<file path="src/rtl/uart_rx_fifo.sv">
// uart_rx_fifo: receive-side FIFO for a UART. It buffers received bytes and
// break markers as 9-bit entries {brk, data} and presents them to the consumer
// in first-word-fall-through form: the head entry is visible on out_data and
// out_break whenever out_valid is high.
//
// Parameters
//   DEPTH        number of entries (power of two, 4..256)
//   THRESH       fill level at which irq_level asserts (1..DEPTH)
// Ports
//   clk          system clock; all logic is on its rising edge
//   resetn       synchronous active-low reset
//   rx_data      received byte, qualified by rx_valid
//   rx_valid     one-cycle strobe: rx_data holds a new byte
//   rx_break     one-cycle strobe: a break condition was detected
//   flush        discard all contents at the next edge
//   out_data     head-of-queue byte
//   out_break    head-of-queue break marker
//   out_valid    head entry is valid (FIFO not empty)
//   out_ready    consumer accepts the head when high
//   count        number of stored entries (0..DEPTH)
//   full, empty  count==DEPTH, count==0
//   overflow     sticky: an entry was dropped because the FIFO was full
//   clr_overflow clears overflow
//   irq_level    count >= THRESH
module uart_rx_fifo #(
    parameter int DEPTH  = 16,
    parameter int THRESH = 8
) (
    input  logic                       clk,
    input  logic                       resetn,
    input  logic [7:0]                 rx_data,
    input  logic                       rx_valid,
    input  logic                       rx_break,
    input  logic                       flush,
    output logic [7:0]                 out_data,
    output logic                       out_break,
    output logic                       out_valid,
    input  logic                       out_ready,
    output logic [$clog2(DEPTH):0]     count,
    output logic                       full,
    output logic                       empty,
    output logic                       overflow,
    input  logic                       clr_overflow,
    output logic                       irq_level
);

    localparam int PTR_W = $clog2(DEPTH);
    localparam int CNT_W = PTR_W + 1;

    logic [8:0]       mem [DEPTH];
    logic [PTR_W-1:0] wr_ptr_q, wr_ptr_d;
    logic [PTR_W-1:0] rd_ptr_q, rd_ptr_d;
    logic [CNT_W-1:0] count_q, count_d;
    logic             overflow_q, overflow_d;

    logic             push_req;
    logic             do_push;
    logic             do_pop;
    logic             ovf_event;
    logic [8:0]       wr_entry;
    logic [8:0]       head;

    // Status flags come straight from the registered count.
    assign full      = (count_q == CNT_W'(DEPTH));
    assign empty     = (count_q == '0);
    assign irq_level = (count_q >= CNT_W'(THRESH));
    assign out_valid = !empty;
    assign count     = count_q;
    assign overflow  = overflow_q;

    // Fall-through read: the head is an asynchronous read at the read pointer,
    // so a freshly written entry is visible the cycle after its push.
    assign head      = mem[rd_ptr_q];
    assign out_data  = head[7:0];
    assign out_break = head[8];

    // A break outranks a coincident byte and is stored as {1, 8'h00}.
    assign push_req  = rx_valid | rx_break;
    assign wr_entry  = rx_break ? 9'h100 : {1'b0, rx_data};

    always_comb begin
        do_pop     = out_valid & out_ready & !flush;
        // While full, a push is only accepted if a pop frees the slot this cycle.
        do_push    = push_req & !flush & (!full | (out_valid & out_ready));
        ovf_event  = push_req & !flush & full & !(out_valid & out_ready);

        wr_ptr_d   = wr_ptr_q;
        rd_ptr_d   = rd_ptr_q;
        count_d    = count_q;
        overflow_d = overflow_q;

        if (flush) begin
            wr_ptr_d = '0;
            rd_ptr_d = '0;
            count_d  = '0;
        end else begin
            if (do_push) begin
                wr_ptr_d = wr_ptr_q + PTR_W'(1);
            end
            if (do_pop) begin
                rd_ptr_d = rd_ptr_q + PTR_W'(1);
            end
            case ({do_push, do_pop})
                2'b10:   count_d = count_q + CNT_W'(1);
                2'b01:   count_d = count_q - CNT_W'(1);
                default: count_d = count_q;
            endcase
        end

        // A new drop outranks a same-cycle clear so the event is never lost.
        if (ovf_event) begin
            overflow_d = 1'b1;
        end else if (clr_overflow) begin
            overflow_d = 1'b0;
        end
    end

    always_ff @(posedge clk) begin
        if (!resetn) begin
            wr_ptr_q   <= '0;
            rd_ptr_q   <= '0;
            count_q    <= '0;
            overflow_q <= 1'b0;
        end else begin
            wr_ptr_q   <= wr_ptr_d;
            rd_ptr_q   <= rd_ptr_d;
            count_q    <= count_d;
            overflow_q <= overflow_d;
        end
    end

    // Storage has no reset; its contents are meaningless until written.
    always_ff @(posedge clk) begin
        if (resetn && do_push) begin
            mem[wr_ptr_q] <= wr_entry;
        end
    end

endmodule

</file>
<file path="config.mk">
export PLATFORM = sky130hd
export DESIGN_NAME = uart_rx_fifo
export DESIGN_NICKNAME = d
export VERILOG_FILES = /design/src/rtl/uart_rx_fifo.sv
export SDC_FILE = /design/constraint.sdc
export NUM_CORES = 1
export LEC_CHECK = 0
export BUFFER_PORTS_ARGS = -buffer_cell sky130_fd_sc_hd__buf_4
export CELL_PAD_IN_SITES_DETAIL_PLACEMENT = 0
export CELL_PAD_IN_SITES_GLOBAL_PLACEMENT = 1
export CORE_MARGIN = 2
export CORE_UTILIZATION = 47
export CTS_CLUSTER_DIAMETER = 120
export DETAILED_ROUTE_END_ITERATION = 8
export HOLD_SLACK_MARGIN = 0.06
export PLACE_DENSITY = 0.78
export SETUP_SLACK_MARGIN = 0.5
export SYNTH_ARGS = -nofsm -noshare
export SYNTH_HDL_FRONTEND = slang
export SYNTH_SLANG_ARGS = --single-unit
</file>
<file path="constraint.sdc">
create_clock -name clk -period 2.7 [get_ports clk]
set_input_delay 0.27 -clock clk [delete_from_list [all_inputs] [get_ports clk]]
set_output_delay 0.27 -clock clk [all_outputs]
set_load 0.01 [all_outputs]
</file>
**After elaboration in Yosys (flattened, before gate mapping)**

Memory sizes are Yosys's and may differ from the RTL's. A register that Yosys moved wholly into a read port is not among the register bits.
Cells that the tools add are included.

- Flip-flop bits (word level): 14
- Bits in latches: 0
- Bits in writable memories: 144
- Bits in read-only memories: 0
- Input bits: 15
- Output and inout bits: 19
- Logic and storage cells: 39
- Memories kept: 1

Memories:

| memory | words | width | read ports | clocked after Yosys merged registers in | write ports | line | text |
|---|---|---|---|---|---|---|---|
| mem | 16 | 9 | 1 | 1 | 1 | 50 | `logic [8:0] mem [DEPTH];` |

- Add/subtract/negate cells: 4
- Multiply operators: 0
- Divide/modulo/power cells: 0
- Magnitude comparators: 1
- Eq/ne operators: 3
- Shift operators: 0
- Muxes and demuxes: 8
- Bitwise logic cells: 9
- Reductions and logical operators: 9

Operator list:

| operator | count |
|---|---|
| $pmux W5 S2 | 1 |
| $mux W9 | 1 |
| $add A4 B1 Y4 const B | 2 |
| $mux W4 | 2 |
| $and A1 B1 Y1 | 6 |
| $add A5 B1 Y5 const B | 1 |
| $eq A5 B5 Y1 const B | 1 |
| $ge A5 B4 Y1 const B | 1 |
| $logic_not A5 Y1 | 1 |
| $sub A5 B1 Y5 const B | 1 |
| $logic_not A1 Y1 | 4 |
| $mux W1 | 4 |
| $reduce_bool A2 Y1 | 2 |
| $eq A2 B1 Y1 const B | 1 |
| $eq A2 B2 Y1 const B | 1 |
| $or A1 B1 Y1 | 2 |
| $reduce_or A2 Y1 | 1 |
| $logic_and A1 B1 Y1 | 1 |
| $not A1 Y1 | 1 |

**Longest topological paths before layout**

- Depth in word-level cells: 8
- Depth in mapped cells: 10
- Gate-level depth less buffers: 10

**Least setup slack after synthesis**

OpenSTA, ideal clock, no wires.

- Path type: register to register
- Start point: register count_q[0] (netlist: count[0])
- End point: register count_q[4] (netlist: count[4])
- Library setup time: 0.072 ns
- Arrival: 2.488 ns
- Data required time: 2.628 ns
- Slack: 0.140 ns
- Cell stages (with the launch flop): 11
- Path buffers: 0
- Period minus slack after synthesis: 2.560 ns
- Path through: dfxtp_1 nor4_2 a31oi_4 inv_2 ha_1 inv_1 fa_1 nand2b_1 a21oi_1 mux2i_1 mux2i_1

- Longest elaborated chain between the ends: 7
- Elaborated cells between the ends (all ways): 14
- Those cells by class: 2 x add/sub; 3 x eq/ne; 1 x mux; 4 x bitwise; 4 x reduce/logical

Ends and longest elaborated chain:

| item | line | text |
|---|---|---|
| start: declaration | 53 | `logic [CNT_W-1:0] count_q, count_d;` |
| start signal: assignment | 127 | `count_q <= count_d;` |
| $logic_not A5 Y1 | 65 | `assign empty = (count_q == '0);` |
| $logic_not A1 Y1 | 67 | `assign out_valid = !empty;` |
| $and A1 B1 Y1 | 82, 84 |  |
| $or A1 B1 Y1 | 84 | `do_push = push_req & !flush & (!full \| (out_valid & out_ready));` |
| $and A1 B1 Y1 | 84 |  |
| $eq A2 B1 Y1 / $eq A2 B2 Y1 (equally long branches) | 103 | `case ({do_push, do_pop})` |
| $pmux W5 S2 / $reduce_bool A2 Y1 (equally long branches) | - |  |

Parallel ways exist; a longest one is shown, timed or not.
A chain may end at the register's enable or synchronous reset.

==> results.json <==
{
  "synth_compound_area_share_pct": 3.91,
  "synth_nets": 383,
  "grt_max_degree": 37,
  "place_ws_ps": 185,
  "synth.top_cells.by_count": "edfxtp_1, mux4_2, nor2_1, a22oi_1, dfxtp_1",
  "start_util_pct": 48.7,
  "hpwl_mm": 8.00,
  "synth_mux_area_share_pct": 12.9,
  "drv_slew": 0,
  "switching_share_pct": 20.5,
  "syn_inst": 358,
  "num_antenna_cells": 0,
  "cts_tree": "yes",
  "gr-usage-met3_pct": 4.49,
  "hold_violations": 0,
  "drcViolationCount": 0,
  "worst_slack_ps": 333,
  "ant_nets": 0,
  "final_area_um2": 8120,
  "drt_iter0_markers": 327,
  "min_period_over_period_pct": 87.7,
  "avgSynthCellArea_um2": 18.1,
  "cp_num_buf_inv": 3,
  "cp_slowest_cell": "mux4_2",
  "setup_viol": 0,
  "crit_arrival_ps": 2100,
  "routabilityCongestion": 0.767,
  "cts-buffers-inserted": 17,
  "critical_path_required_ps": 2430,
  "crit_family": "multiplexers",
  "layout_min_cycle_time_ps": 2370,
  "yosysUniqueCellTypes": 39,
  "ys_async_sr_fraction_pct": 0,
  "synth_edf_count": 144,
  "busiest_layer": "met2",
  "grt.total_usage_pct": 19.4,
  "detail_route.first_pass.iterations": 5,
  "p_total_mw": 5.28,
  "ys_warn_count": 0,
  "p_leak_nw": 2.77,
  "synth_top_area_share_pct": 66.6,
  "synthSimpleGateAreaFrac_pct": 6.51,
  "seq_area_frac_synth_pct": 72.1,
  "grt_antenna_before_repair": 0,
  "cpPeakStageDelay_ps": 520,
  "seqPwrFrac_pct": 51.9,
  "outcome": "complete, no violations",
  "grtUsageMet2_pct": 32.4,
  "drt_wl_total_mm": 13.4,
  "synth_top_family_by_area": "multiplexers",
  "grt_use_met1_pct": 24.7,
  "hp-class": "input pin to register",
  "grt_overflow": 0,
  "dieArea_um2": 14800,
  "num-fill-cells": 976,
  "cts_root_buf": "clkbuf_16",
  "path_clk_slew_ps": 60,
  "slew_headroom_pct": 37.7,
  "clk_latency_ps": 420,
  "fin_nets": 465,
  "timing.hold.ws_ps": 109,
  "worstMarginPinSlew_ps": 933,
  "rsz0062_at_grt": "true",
  "grt_pass1_vias": 3677,
  "switchingPower_mw": 1.08,
  "avgViaCountPerCell": 5.63,
  "critPathKind": "register to output pin",
  "num_vias": 3539,
  "dpl_cell_area_um2": 7120,
  "critical_path.max_fanout": 7,
  "combPwrFrac_pct": 3.9,
  "vdd_drop_max_mv": 0.553,
  "core_area_um2": 13300,
  "synthAdderAreaFrac_pct": 2.04,
  "power.density_nw_per_um2": 650,
  "max_freq_ghz": 0.422,
  "post_drt_wl_per_cell_um": 21.3,
  "fin_setup_tns_ps": 0,
  "maxCapViolations": 0,
  "grt_pass1_wl_mm": 20.4,
  "h-tree-depth": 4,
  "path_cells": "buf_12 > buf_16 > mux4_2 > a22oi_2 > nand2_1 > buf_6",
  "setup.worst_path.end_class": "output pin",
  "synthFlopType": "edfxtp_1",
  "cts.sinks": 162,
  "start_kind": "register",
  "yosys.area_share.xor_xnor_pct": 0.674,
  "area_growth_pct": 25.0,
  "p_clk_share_pct": 44.2,
  "p_int_mw": 4.20,
  "synth_area_um2": 6490,
  "yosys-top-cells-area": "edfxtp_1, mux4_2, dfxtp_1",
  "synth_seq_cells": 162,
  "yosysMostFrequentCell": "edfxtp_1",
  "cts_buffer_depth": 2,
  "clock_skew_ps": 7.31,
  "die_y_um": 122,
  "synth_top_area_cell": "edfxtp_1",
  "drive_gt1_share_pct": 40.0,
  "io_pins": 34,
  "io_buffers": 33,
  "chipWidth_um": 122,
  "fp-row-count": 42
}
[layout by cell type (no fill, tap or decap), types with 3 or more instances in the layout]
master and n:
or3_1 3, ha_1 7, nand2b_1 3, a22oi_2 16
inv_6 4, mux2i_1 3, inv_1 8, nand3_1 6
dfxtp_1 13, nor2b_1 4, buf_12 3, mux4_2 36
buf_16 3, and2b_1 7, buf_4 56, clkbuf_16 18
nand2_1 15, and2_1 3, clkinvlp_4 4, dfxtp_4 3
nor2_1 31, edfxtp_1 144, buf_6 14, a21oi_1 6
xor2_1 3
[per-layer routing]
| layer | up-vias | wire, µm |
|---|---|---|
| met1 | 1840 | 5410 |
| li1 | 1575 | - |
| met3 | 22 | 743 |
| met5 | - | 0 |
| met2 | 102 | 7050 |
| met4 | 0 | 204 |
[cell families (layout without fill, tap and decap cells)]
kind of cell | Yosys count | in the layout
adders and majority gates | 10 | 10
muxes | 39 | 39
DFF | 162 | 162
and+or+nand+nor | 84 | 84
buffers and inverters | 24 | 119
AOI/OAI and AO/OA | 34 | 34
xor gates and xnor gates | 5 | 5
[power groups by stage]
stage / Combinational [mW] / Clock [mW] / Sequential [mW]
6_report: 0.207 / 2.33 / 2.74
5_1_grt: 0.225 / 2.48 / 2.74
4_1_cts: 0.195 / 2.37 / 2.74
3_5_place_dp: 0.172 / 0 / 2.80
3_3_place_gp: 0.168 / 0 / 2.80
2_1_floorplan: 0.101 / 0 / 2.79
[area by class of cell]
| class | instances | area, µm² | share of cell area (%) |
|---|---|---|---|
| Sequential cell | 162 | 4700 | 57.9 |
| Clock buffer | 17 | 425 | 5.24 |
| Multi-Input combinational cell | 172 | 1840 | 22.6 |
| Clock inverter | 15 | 156 | 1.93 |
| Tap cell | 176 | 220 | 2.71 |
| Timing Repair Buffer | 77 | 746 | 9.18 |
| Inverter | 10 | 37.5 | 0.462 |
[worst register-to-register path, cell delays in order, from the launching register on]
cell and delay (ps):
dfxtp_4 360, or4_4 550, o21ai_4 150, nor2_2 60, ha_4 180, ha_1 280, a21o_1 120, a21oi_1 80
or4_1 400, nand3_1 80
[flip-flops by register name (all words and copies together), names as in the netlist, named ones only]
signal,flops
count,5
mem,144
overflow,1
rd_ptr_q,4
wr_ptr_q,4
[repair_timing]
action | CTS | global route
pin swaps | 12 | 17
buffers inserted | 13 | 6
hold buffers | 0 | 0
endpoints found under the setup margin | 13 | 13
resized for setup | 23 | 18
cloned | 2 | 1
[worst paths after layout]
kind / start / to / slack, ps / cells after the start
worst max register to register: count[3] / count[3] / 380 / 9
worst max-delay path: register / out_data[0] / 330 / 6
worst min-delay path: resetn / overflow / 110 / 2
worst min register to register: rd_ptr_q[3] / rd_ptr_q[3] / 520 / 2
[metrics by stage]
step / instances / util, %
2_1_floorplan: 358 / -
3_3_place_gp: 575 / 53.4
3_5_place_dp: 575 / 53.4
4_1_cts: 622 / 59.6
5_1_grt: 629 / 60.8
6_report: 629 / 60.8
(Power assumes the default switching activity.)
